`src/rtl/clk_div_multi.sv`:
```
// Multi-channel integer clock divider: ratio/enable changes land only on period
// boundaries, a shared sync input restarts every channel, and each channel strobes o_tick.
module clk_div_multi #(
  parameter int NUM_CH   = 4,
  parameter int RATIO_WD = 8
) (
  input  logic                       i_ref_clk,
  input  logic                       i_rst,
  input  logic [NUM_CH-1:0]          i_clk_en,
  input  logic [NUM_CH*RATIO_WD-1:0] i_div_ratio,
  input  logic                       i_sync,
  output logic [NUM_CH-1:0]          o_div_clk,
  output logic [NUM_CH-1:0]          o_tick,
  output logic [NUM_CH*RATIO_WD-1:0] o_act_ratio
);

  localparam int                  WIDE_WD = RATIO_WD + 1;
  localparam logic [RATIO_WD-1:0] ONE     = RATIO_WD'(1);
  localparam logic [RATIO_WD:0]   ONE_W   = WIDE_WD'(1);

  for (genvar k = 0; k < NUM_CH; k++) begin : g_ch
    logic [RATIO_WD-1:0] act_q, act_d;
    logic [RATIO_WD-1:0] cnt_q, cnt_d;
    logic                q_q, q_d;
    logic                tick_q, tick_d;
    logic [RATIO_WD-1:0] req;
    logic [RATIO_WD-1:0] req_norm;
    logic [RATIO_WD-1:0] cnt_inc;
    logic [RATIO_WD:0]   half;
    logic                boundary;

    // A ratio of 0 or 1 cannot be divided, so both collapse to bypass (act 0).
    always_comb begin
      req      = i_clk_en[k] ? i_div_ratio[k*RATIO_WD +: RATIO_WD] : '0;
      req_norm = (req > ONE) ? req : '0;
      cnt_inc  = cnt_q + ONE;
      half     = ({1'b0, act_q} + ONE_W) >> 1;
      boundary = i_sync || (act_q == '0) || (cnt_q == (act_q - ONE));

      act_d  = act_q;
      cnt_d  = cnt_inc;
      q_d    = ({1'b0, cnt_inc} < half);
      tick_d = 1'b0;
      if (boundary) begin
        act_d  = req_norm;
        cnt_d  = '0;
        q_d    = (req_norm != '0);
        tick_d = 1'b1;
      end
    end

    always_ff @(posedge i_ref_clk or posedge i_rst) begin
      if (i_rst) begin
        act_q  <= '0;
        cnt_q  <= '0;
        q_q    <= 1'b0;
        tick_q <= 1'b0;
      end else begin
        act_q  <= act_d;
        cnt_q  <= cnt_d;
        q_q    <= q_d;
        tick_q <= tick_d;
      end
    end

    // Bypass passes the reference clock, but never while reset is held.
    assign o_div_clk[k]                         = (act_q == '0) ? (i_ref_clk & ~i_rst) : q_q;
    assign o_tick[k]                            = tick_q;
    assign o_act_ratio[k*RATIO_WD +: RATIO_WD]  = act_q;
  end

endmodule
```
`config.mk`:
```
export PLATFORM = sky130hd
export DESIGN_NAME = clk_div_multi
export DESIGN_NICKNAME = d
export VERILOG_FILES = /design/src/rtl/clk_div_multi.sv
export SDC_FILE = /design/constraint.sdc
export NUM_CORES = 1
export LEC_CHECK = 0
export BUFFER_PORTS_ARGS = -buffer_cell sky130_fd_sc_hd__buf_2
export CORE_UTILIZATION = 53
export DETAILED_ROUTE_END_ITERATION = 10
export GPL_TIMING_DRIVEN = 1
export PLACE_DENSITY = 0.82
export SLEW_MARGIN = 20
export SYNTH_ARGS = -nofsm -noshare
export SYNTH_HDL_FRONTEND = slang
export SYNTH_SLANG_ARGS = --single-unit
```
`constraint.sdc`:
```
create_clock -name i_ref_clk -period 2.21 [get_ports i_ref_clk]
set_input_delay 0.3315 -clock i_ref_clk [delete_from_list [all_inputs] [get_ports i_ref_clk]]
set_output_delay 0.3315 -clock i_ref_clk [all_outputs]
set_load 0.05 [all_outputs]
```
Yosys cells after proc, flatten, opt, wreduce, memory -nomap -nowiden

Index checks and enable logic that the tools add are counted.

Add/subtract/negate cells: 12
Reduce and logical (&&, ||, !) cells: 16
Mux-type cells: 24
Bitwise gates (word level): 2
Eq/ne operators: 4
Order comparisons: 8

Operator list:

| operator            | count |
|---|---|
| $mux 8              | 12 |
| $add 8x1->9 const B | 4 |
| $add 8x1->8 const B | 4 |
| $eq 8x8->1          | 4 |
| $gt 8x1->1 const B  | 4 |
| $logic_not 8->1     | 4 |
| $lt 8x8->1          | 4 |
| $reduce_bool 8->1   | 4 |
| $sub 8x1->8 const B | 4 |
| $mux 1              | 12 |
| $logic_or 1x1->1    | 8 |
| $and 1x1->1         | 1 |
| $not 1->1           | 1 |

Flip-flop bits (word level): 72
Bits of input ports: 39

Longest topological paths before layout

Gate-level depths: netlist (run 1).

Depth after elaboration: 5
Depth in mapped cells: 11

==> metrics.cfg, run 1 <==
[status]
outcome=finished, violations left
failed_checks=hold timing, setup timing

[logic_synthesis]
synth-seq-area-share_pct=33.9
synth-main-ff-cell=dfrtp_1
synth_edf_count=0
syn_nets=632
synth_area_sq_um=5310
synthArstFlopShare_pct=100
ys_warn_count=0
synthCells=553
post_synth_num_cell_types=65
synth_area_per_cell_sq_um=9.60
ys_ff_latch=72

[global_routing]
grt_max_degree=73
grt_usage_pct=28.8
antenna_found_initial=0
gr-total-overflow=0
grt_pass1_vias=4780
grt_pass1_wl_um=22800

[floorplanning]
start_util_pct=54.6
dieArea_sq_um=10400
rows=36
die_y_um=102
io_pins=79
design.core.area_sq_um=9730
die_w_um=102

[placement]
place_area_sq_um=5990
dp_slack_ns=-0.179
gp_congestion=0.849
dp_cells=764
place_hpwl_um=9540
numPortBuffers=78

[timing]
worstMarginPinSlew_ns=0.667
drv_slew=0
rsz0062_at_grt=yes
setup_viol_count_final=27
setup_ws_ns=-0.353
finalHoldViolCount=25
fmaxAchievable_ghz=0.390
whs_ns=-0.0270
min_period_ns=2.56
setup-tns-final_ns=-4.56
finClkSkew_ns=0.00908
period_share_pct=116
slew_headroom_pct=54.9

[worst_setup_path]
reg2reg_depth=8
required_ns=1.88
worstSetupPathType=flip-flop to output pin
r2r-start=g_ch[1].act_q[1]$_DFFE_PP0P_
worst_r2r_endpoint=g_ch[1].act_q[0]$_DFFE_PP0P_
r2r_slack_ns=-0.26
arrival_ns=2.23
critPathCapture=o_div_clk[1]
path_max_fanout=2
endpoint_kind=output pin
start_kind=flip-flop
crit_start=g_ch[1].act_q[1]$_DFFE_PP0P_

[pwr]
p_per_area_nw_per_um2=818
peakVddDrop_mv=0.518
p_leak_nw=3.23

[cells_and_area]
finish.instance_area_sq_um=6860
fin_cells=808
multi_input_area_sq_um=3460
num_antenna_cells=0
regArea_sq_um=1830
final_cell_mix=buf_2, dfrtp_1, xnor2_1
fin_nets=748
drive_gt1_share_pct=38.7
final_common_cell=buf_2
area_growth_pct=29.2
utilization_pct=70.5
fillers=689

[run]
maxCapViolCount=0

[min_path]
hold_class=primary input to async pin

[clock_tree]
cts_hold_buffers=0
cts_tree=done
cts.reportedPaths.clkPinSlew_ns=0.08
clk_latency_ns=0.46

[route]
wire_per_inst_um=18.0
firstDrtPassIters=4
drt_wl_total_um=14600
met3_length_um=780
route.met2.wl_um=7290
first_iter_violations=176
via_count=4691
top_layer=met4
viasPerCell=5.81
drtAntennaViolNets=0
drc=0
met1_length_um=5970

cell type report:
class                   instances  share of cell area [%]
clock buffers                  20                    3.65
clock inverters                 5                    1.55
inverters                      25                    1.55
multi-input cells             415                    50.5
flip-flops and latches         72                    26.6
well taps                     133                    2.43
repair buffers                138                    13.7
report_power, final:
| part | switching [mW] | internal (mW) | leakage (nW) | total [mW] |
|---|---|---|---|---|
| sequential | 0.187 | 1.46 | 0.914 | 1.65 |
| clock | 0.723 | 1.01 | 0.214 | 1.73 |
| combinational | 1.27 | 0.959 | 2.10 | 2.23 |
| total | 2.18 | 3.43 | 3.23 | 5.61 |
through the flow:
step           hold WS, ns  power [mW]
3_5_place_dp         0.460        3.68
4_1_cts            0.00850        5.38
2_1_floorplan        0.463        3.20
6_report           -0.0270        5.61
3_3_place_gp         0.451        3.59
5_1_grt             0.0193        5.87
flip-flops by register name, summed over array words and instances, names as in the netlist:
signal / flops
g_ch.q_q: 4
g_ch.act_q: 32
g_ch.cnt_q: 32
g_ch.tick_q: 4
worst max-delay path: stages, from the launching register on:
cell     delay [ns]
dfrtp_2        0.42
inv_2          0.08
ha_4           0.13
nand2_2        0.05
or4_4          0.44
nor3_4         0.16
mux2_4         0.33
buf_8          0.15
Yosys cell counts (all sizes together), types with 16 or more instances:
cell type  instances  area [sq um]
a32o              16           160
and3              21           133
buf               25           191
clkbuf            16          61.3
dfrtp             72          1800
ha                40           500
inv               25          93.8
mux2i             19           190
nand2             43           164
nand3             30           150
nor2              37           139
xnor2             55           482
xor2              34           298
per-layer routing:
| layer | vias to the layer above | GRT usage (%) |
|---|---|---|
| met2 | 176 | 47.5 |
| li1 | 2167 | - |
| met3 | 50 | 7.59 |
| met5 | - | 0 |
| met1 | 2298 | 34.5 |
| met4 | 0 | 15.2 |
worst min-delay path by stage:
stage	start	end	slack, ns	cells after the start
floorplan	i_div_ratio[16]	g_ch[2].act_q[0]$_DFFE_PP0P_	0.46	2
global placement	i_rst	g_ch[1].act_q[6]$_DFFE_PP0P_	0.45	3
detailed placement	i_rst	g_ch[1].act_q[5]$_DFFE_PP0P_	0.46	3
CTS	i_rst	g_ch[1].cnt_q[4]$_DFF_PP0_	0.009	3
global route	i_rst	g_ch[3].cnt_q[6]$_DFF_PP0_	0.02	3
finish	i_rst	g_ch[3].q_q$_DFF_PP0_	-0.03	3
cell families (layout without fill, tap and decap cells):
logic type / count (synthesis) / count (layout) / share of synthesized area, %
AO/OA/AOI/OAI: 70 / 70 / 10.4
XOR/XNOR: 89 / 89 / 14.7
adder cells (fa/ha/maj): 40 / 40 / 9.43
buffers and inverters: 66 / 188 / 6.53
flip-flops: 72 / 72 / 33.9
multiplexers: 27 / 27 / 5.35
AND/OR/NAND/NOR: 189 / 189 / 19.6
timing repair:
| action | CTS | global route |
|---|---|---|
| cloned | 1 | 0 |
| pin swaps | 11 | 23 |
| resized for setup | 47 | 48 |
| buffers inserted | 13 | 10 |
| setup endpoints to repair | 25 | 47 |
Note: power is estimated with default switching activity, not from simulation.
==> inputs of run 2 (changes only) <==
--- a/config.mk
+++ b/config.mk
@@ -7,6 +7,7 @@
 export LEC_CHECK = 0
 export BUFFER_PORTS_ARGS = -buffer_cell sky130_fd_sc_hd__buf_2
 export CORE_UTILIZATION = 53
+export CTS_BUF_LIST = sky130_fd_sc_hd__clkbuf_16
 export DETAILED_ROUTE_END_ITERATION = 10
 export GPL_TIMING_DRIVEN = 1
 export PLACE_DENSITY = 0.82
==> run 2 against run 1 <==
The run ends with setup timing left. Critical path depth stayed put. Global-route usage is 0.91 points higher. Worst hold slack better by 0.056 ns. Clock-buffer cell count is 3 lower. Cell count stayed put. Setup slack worse by 0.015 ns. Die area stayed put. Combinational power is 3% lower.
==> metrics.cfg, run 2 (synthesis gave the netlist of run 1 again) <==
[global_routing]
gr-total-overflow=0  ; unchanged
grt_usage_pct=29.7  ; was 28.8%
antenna_found_initial=0  ; unchanged
grt_pass1_wl_um=23600  ; was 22800 um
grt_max_degree=73  ; unchanged
grt_pass1_vias=4868  ; was 4780

[pwr]
fin_total_pwr_mw=6.07  ; was 5.61 mW
p_per_area_nw_per_um2=876  ; was 818 nW/um^2
peakVddDrop_mv=0.686  ; was 0.518 mV
p_leak_nw=3.28  ; was 3.23 nW

[worst_setup_path]
required_ns=1.88  ; about the same
reg2reg_depth=8  ; unchanged
worst_r2r_endpoint=g_ch[1].act_q[0]$_DFFE_PP0P_  ; unchanged
start_kind=flip-flop  ; unchanged
endpoint_kind=output pin  ; unchanged
r2r-start=g_ch[1].act_q[1]$_DFFE_PP0P_  ; unchanged
r2r_slack_ns=-0.31  ; was -0.26 ns
worstSetupPathType=flip-flop to output pin  ; unchanged
path_max_fanout=2  ; unchanged
arrival_ns=2.25  ; was 2.23 ns

[route]
viasPerCell=5.88  ; was 5.81
drc=0  ; unchanged
drtAntennaViolNets=0  ; unchanged
via_count=4749  ; was 4691
drt_wl_total_um=15000  ; was 14600 um
first_iter_violations=174  ; was 176
wire_per_inst_um=18.5  ; was 18.0 um
firstDrtPassIters=5  ; was 4

[min_path]
hold_class=primary input to async pin  ; unchanged

[cells_and_area]
regArea_sq_um=1830  ; about the same
final_common_cell=buf_2  ; unchanged
drive_gt1_share_pct=38.4  ; was 38.7%
num_antenna_cells=0  ; unchanged
fin_nets=748  ; unchanged
fillers=675  ; was 689
multi_input_area_sq_um=3430  ; was 3460 sq um
area_growth_pct=30.4  ; was 29.2%
final_cell_mix=buf_2, buf_4, xnor2_1  ; was buf_2, dfrtp_1, xnor2_1
reg.largest.list=g_ch.act_q x32, g_ch.cnt_q x32  ; unchanged
utilization_pct=71.2  ; was 70.5%

[timing]
setup_viol_count_final=22  ; was 27
setup_ws_ns=-0.369  ; was -0.353 ns
finClkSkew_ns=0.00626  ; was 0.00908 ns
slew_headroom_pct=56.0  ; was 54.9%
fmaxAchievable_ghz=0.388  ; was 0.390 GHz
period_share_pct=117  ; was 116%
whs_ns=0.0294  ; was -0.0270 ns
finalHoldViolCount=0  ; was 25
drv_slew=0  ; unchanged
rsz0062_at_grt=yes  ; unchanged
worstMarginPinSlew_ns=0.651  ; was 0.667 ns
min_period_ns=2.58  ; was 2.56 ns

[floorplanning]
dieArea_sq_um=10400  ; unchanged
rows=36  ; unchanged
io_pins=79  ; unchanged
start_util_pct=54.6  ; unchanged
die_w_um=102  ; unchanged
die_y_um=102  ; unchanged
design.core.area_sq_um=9730  ; unchanged

[clock_tree]
clk_latency_ns=0.45  ; was 0.46 ns
cts_tree=done  ; unchanged
cts_hold_buffers=0  ; unchanged
cts.reportedPaths.clkPinSlew_ns=0.06  ; was 0.08 ns

[placement]
gp_congestion=0.849  ; unchanged
dp_slack_ns=-0.179  ; unchanged
numPortBuffers=78  ; unchanged
place_hpwl_um=9540  ; unchanged

[run]
maxCapViolCount=0  ; unchanged

[status]
failed_checks=setup timing  ; was hold timing, setup timing
outcome=finished, violations left  ; unchanged

-- run 2: final cells by class --
cell class | count | area share [%]
tap | 133 | 2.40
multi-input combinational | 415 | 49.6
clock inverter | 8 | 1.70
clock buffer | 17 | 5.51
inverter | 25 | 1.50
sequential | 72 | 26.4
timing repair buffer | 138 | 12.9
-- run 2: metal layers --
| metal | vias up | GRT usage [%] | share of wire, % | routed length (um) |
|---|---|---|---|---|
| li1 | 2169 | - | - | - |
| met1 | 2324 | 36.1 | 40 | 5980 |
| met2 | 206 | 49.1 | 50 | 7530 |
| met3 | 50 | 7.59 | 6.3 | 945 |
| met4 | 0 | 14.7 | 3.4 | 506 |
| met5 | - | 0 | 0 | 0 |
-- run 2: repair_timing --
| item | in CTS | in global routing |
|---|---|---|
| buffers inserted | 12 | 10 |
| gates resized for setup | 45 | 34 |
| gates cloned | 1 | 0 |
| pin swaps | 5 | 20 |
| endpoints found under the setup margin | 26 | 49 |
-- run 2: through the flow --
| step | area [sq um] | instances | TNS, ns |
|---|---|---|---|
| 6_report | 6920 | 808 | -5.43 |
| 3_5_place_dp | 5990 | 764 | -1.94 |
| 2_1_floorplan | 5400 | 553 | -4.31 |
| 5_1_grt | 6920 | 808 | -6.95 |
| 3_3_place_gp | 5990 | 764 | -0.765 |
| 4_1_cts | 6690 | 798 | -4.90 |
-- run 2: worst max path at each step --
stage	startpoint	endpoint	slack [ns]	depth (start not counted)
after floorplan	g_ch[1].act_q[1]$_DFFE_PP0P_	g_ch[1].act_q[0]$_DFFE_PP0P_	-0.23	8
after global placement	g_ch[1].act_q[1]$_DFFE_PP0P_	g_ch[1].cnt_q[2]$_DFF_PP0_	-0.07	8
after global routing	g_ch[1].act_q[1]$_DFFE_PP0P_	o_div_clk[1]	-0.41	7
final	g_ch[1].act_q[1]$_DFFE_PP0P_	o_div_clk[1]	-0.37	7
after detailed placement	g_ch[1].act_q[0]$_DFFE_PP0P_	g_ch[1].cnt_q[5]$_DFF_PP0_	-0.18	9
after CTS	g_ch[1].act_q[0]$_DFFE_PP0P_	o_div_clk[1]	-0.34	7
-- run 2: power breakdown --
part | total [mW] | leakage [nW] | internal, mW | switching, mW
clock network | 2.24 | 0.282 | 1.46 | 0.786
logic | 2.16 | 2.09 | 0.919 | 1.24
registers | 1.66 | 0.911 | 1.47 | 0.197
-- run 2: critical path, cell delays in order, from the launching register on --
cell	delay (ns)
dfrtp_2	0.42
inv_2	0.08
ha_4	0.15
nand2_4	0.05
or4_4	0.45
nor3_4	0.16
mux2_4	0.33
buf_8	0.15
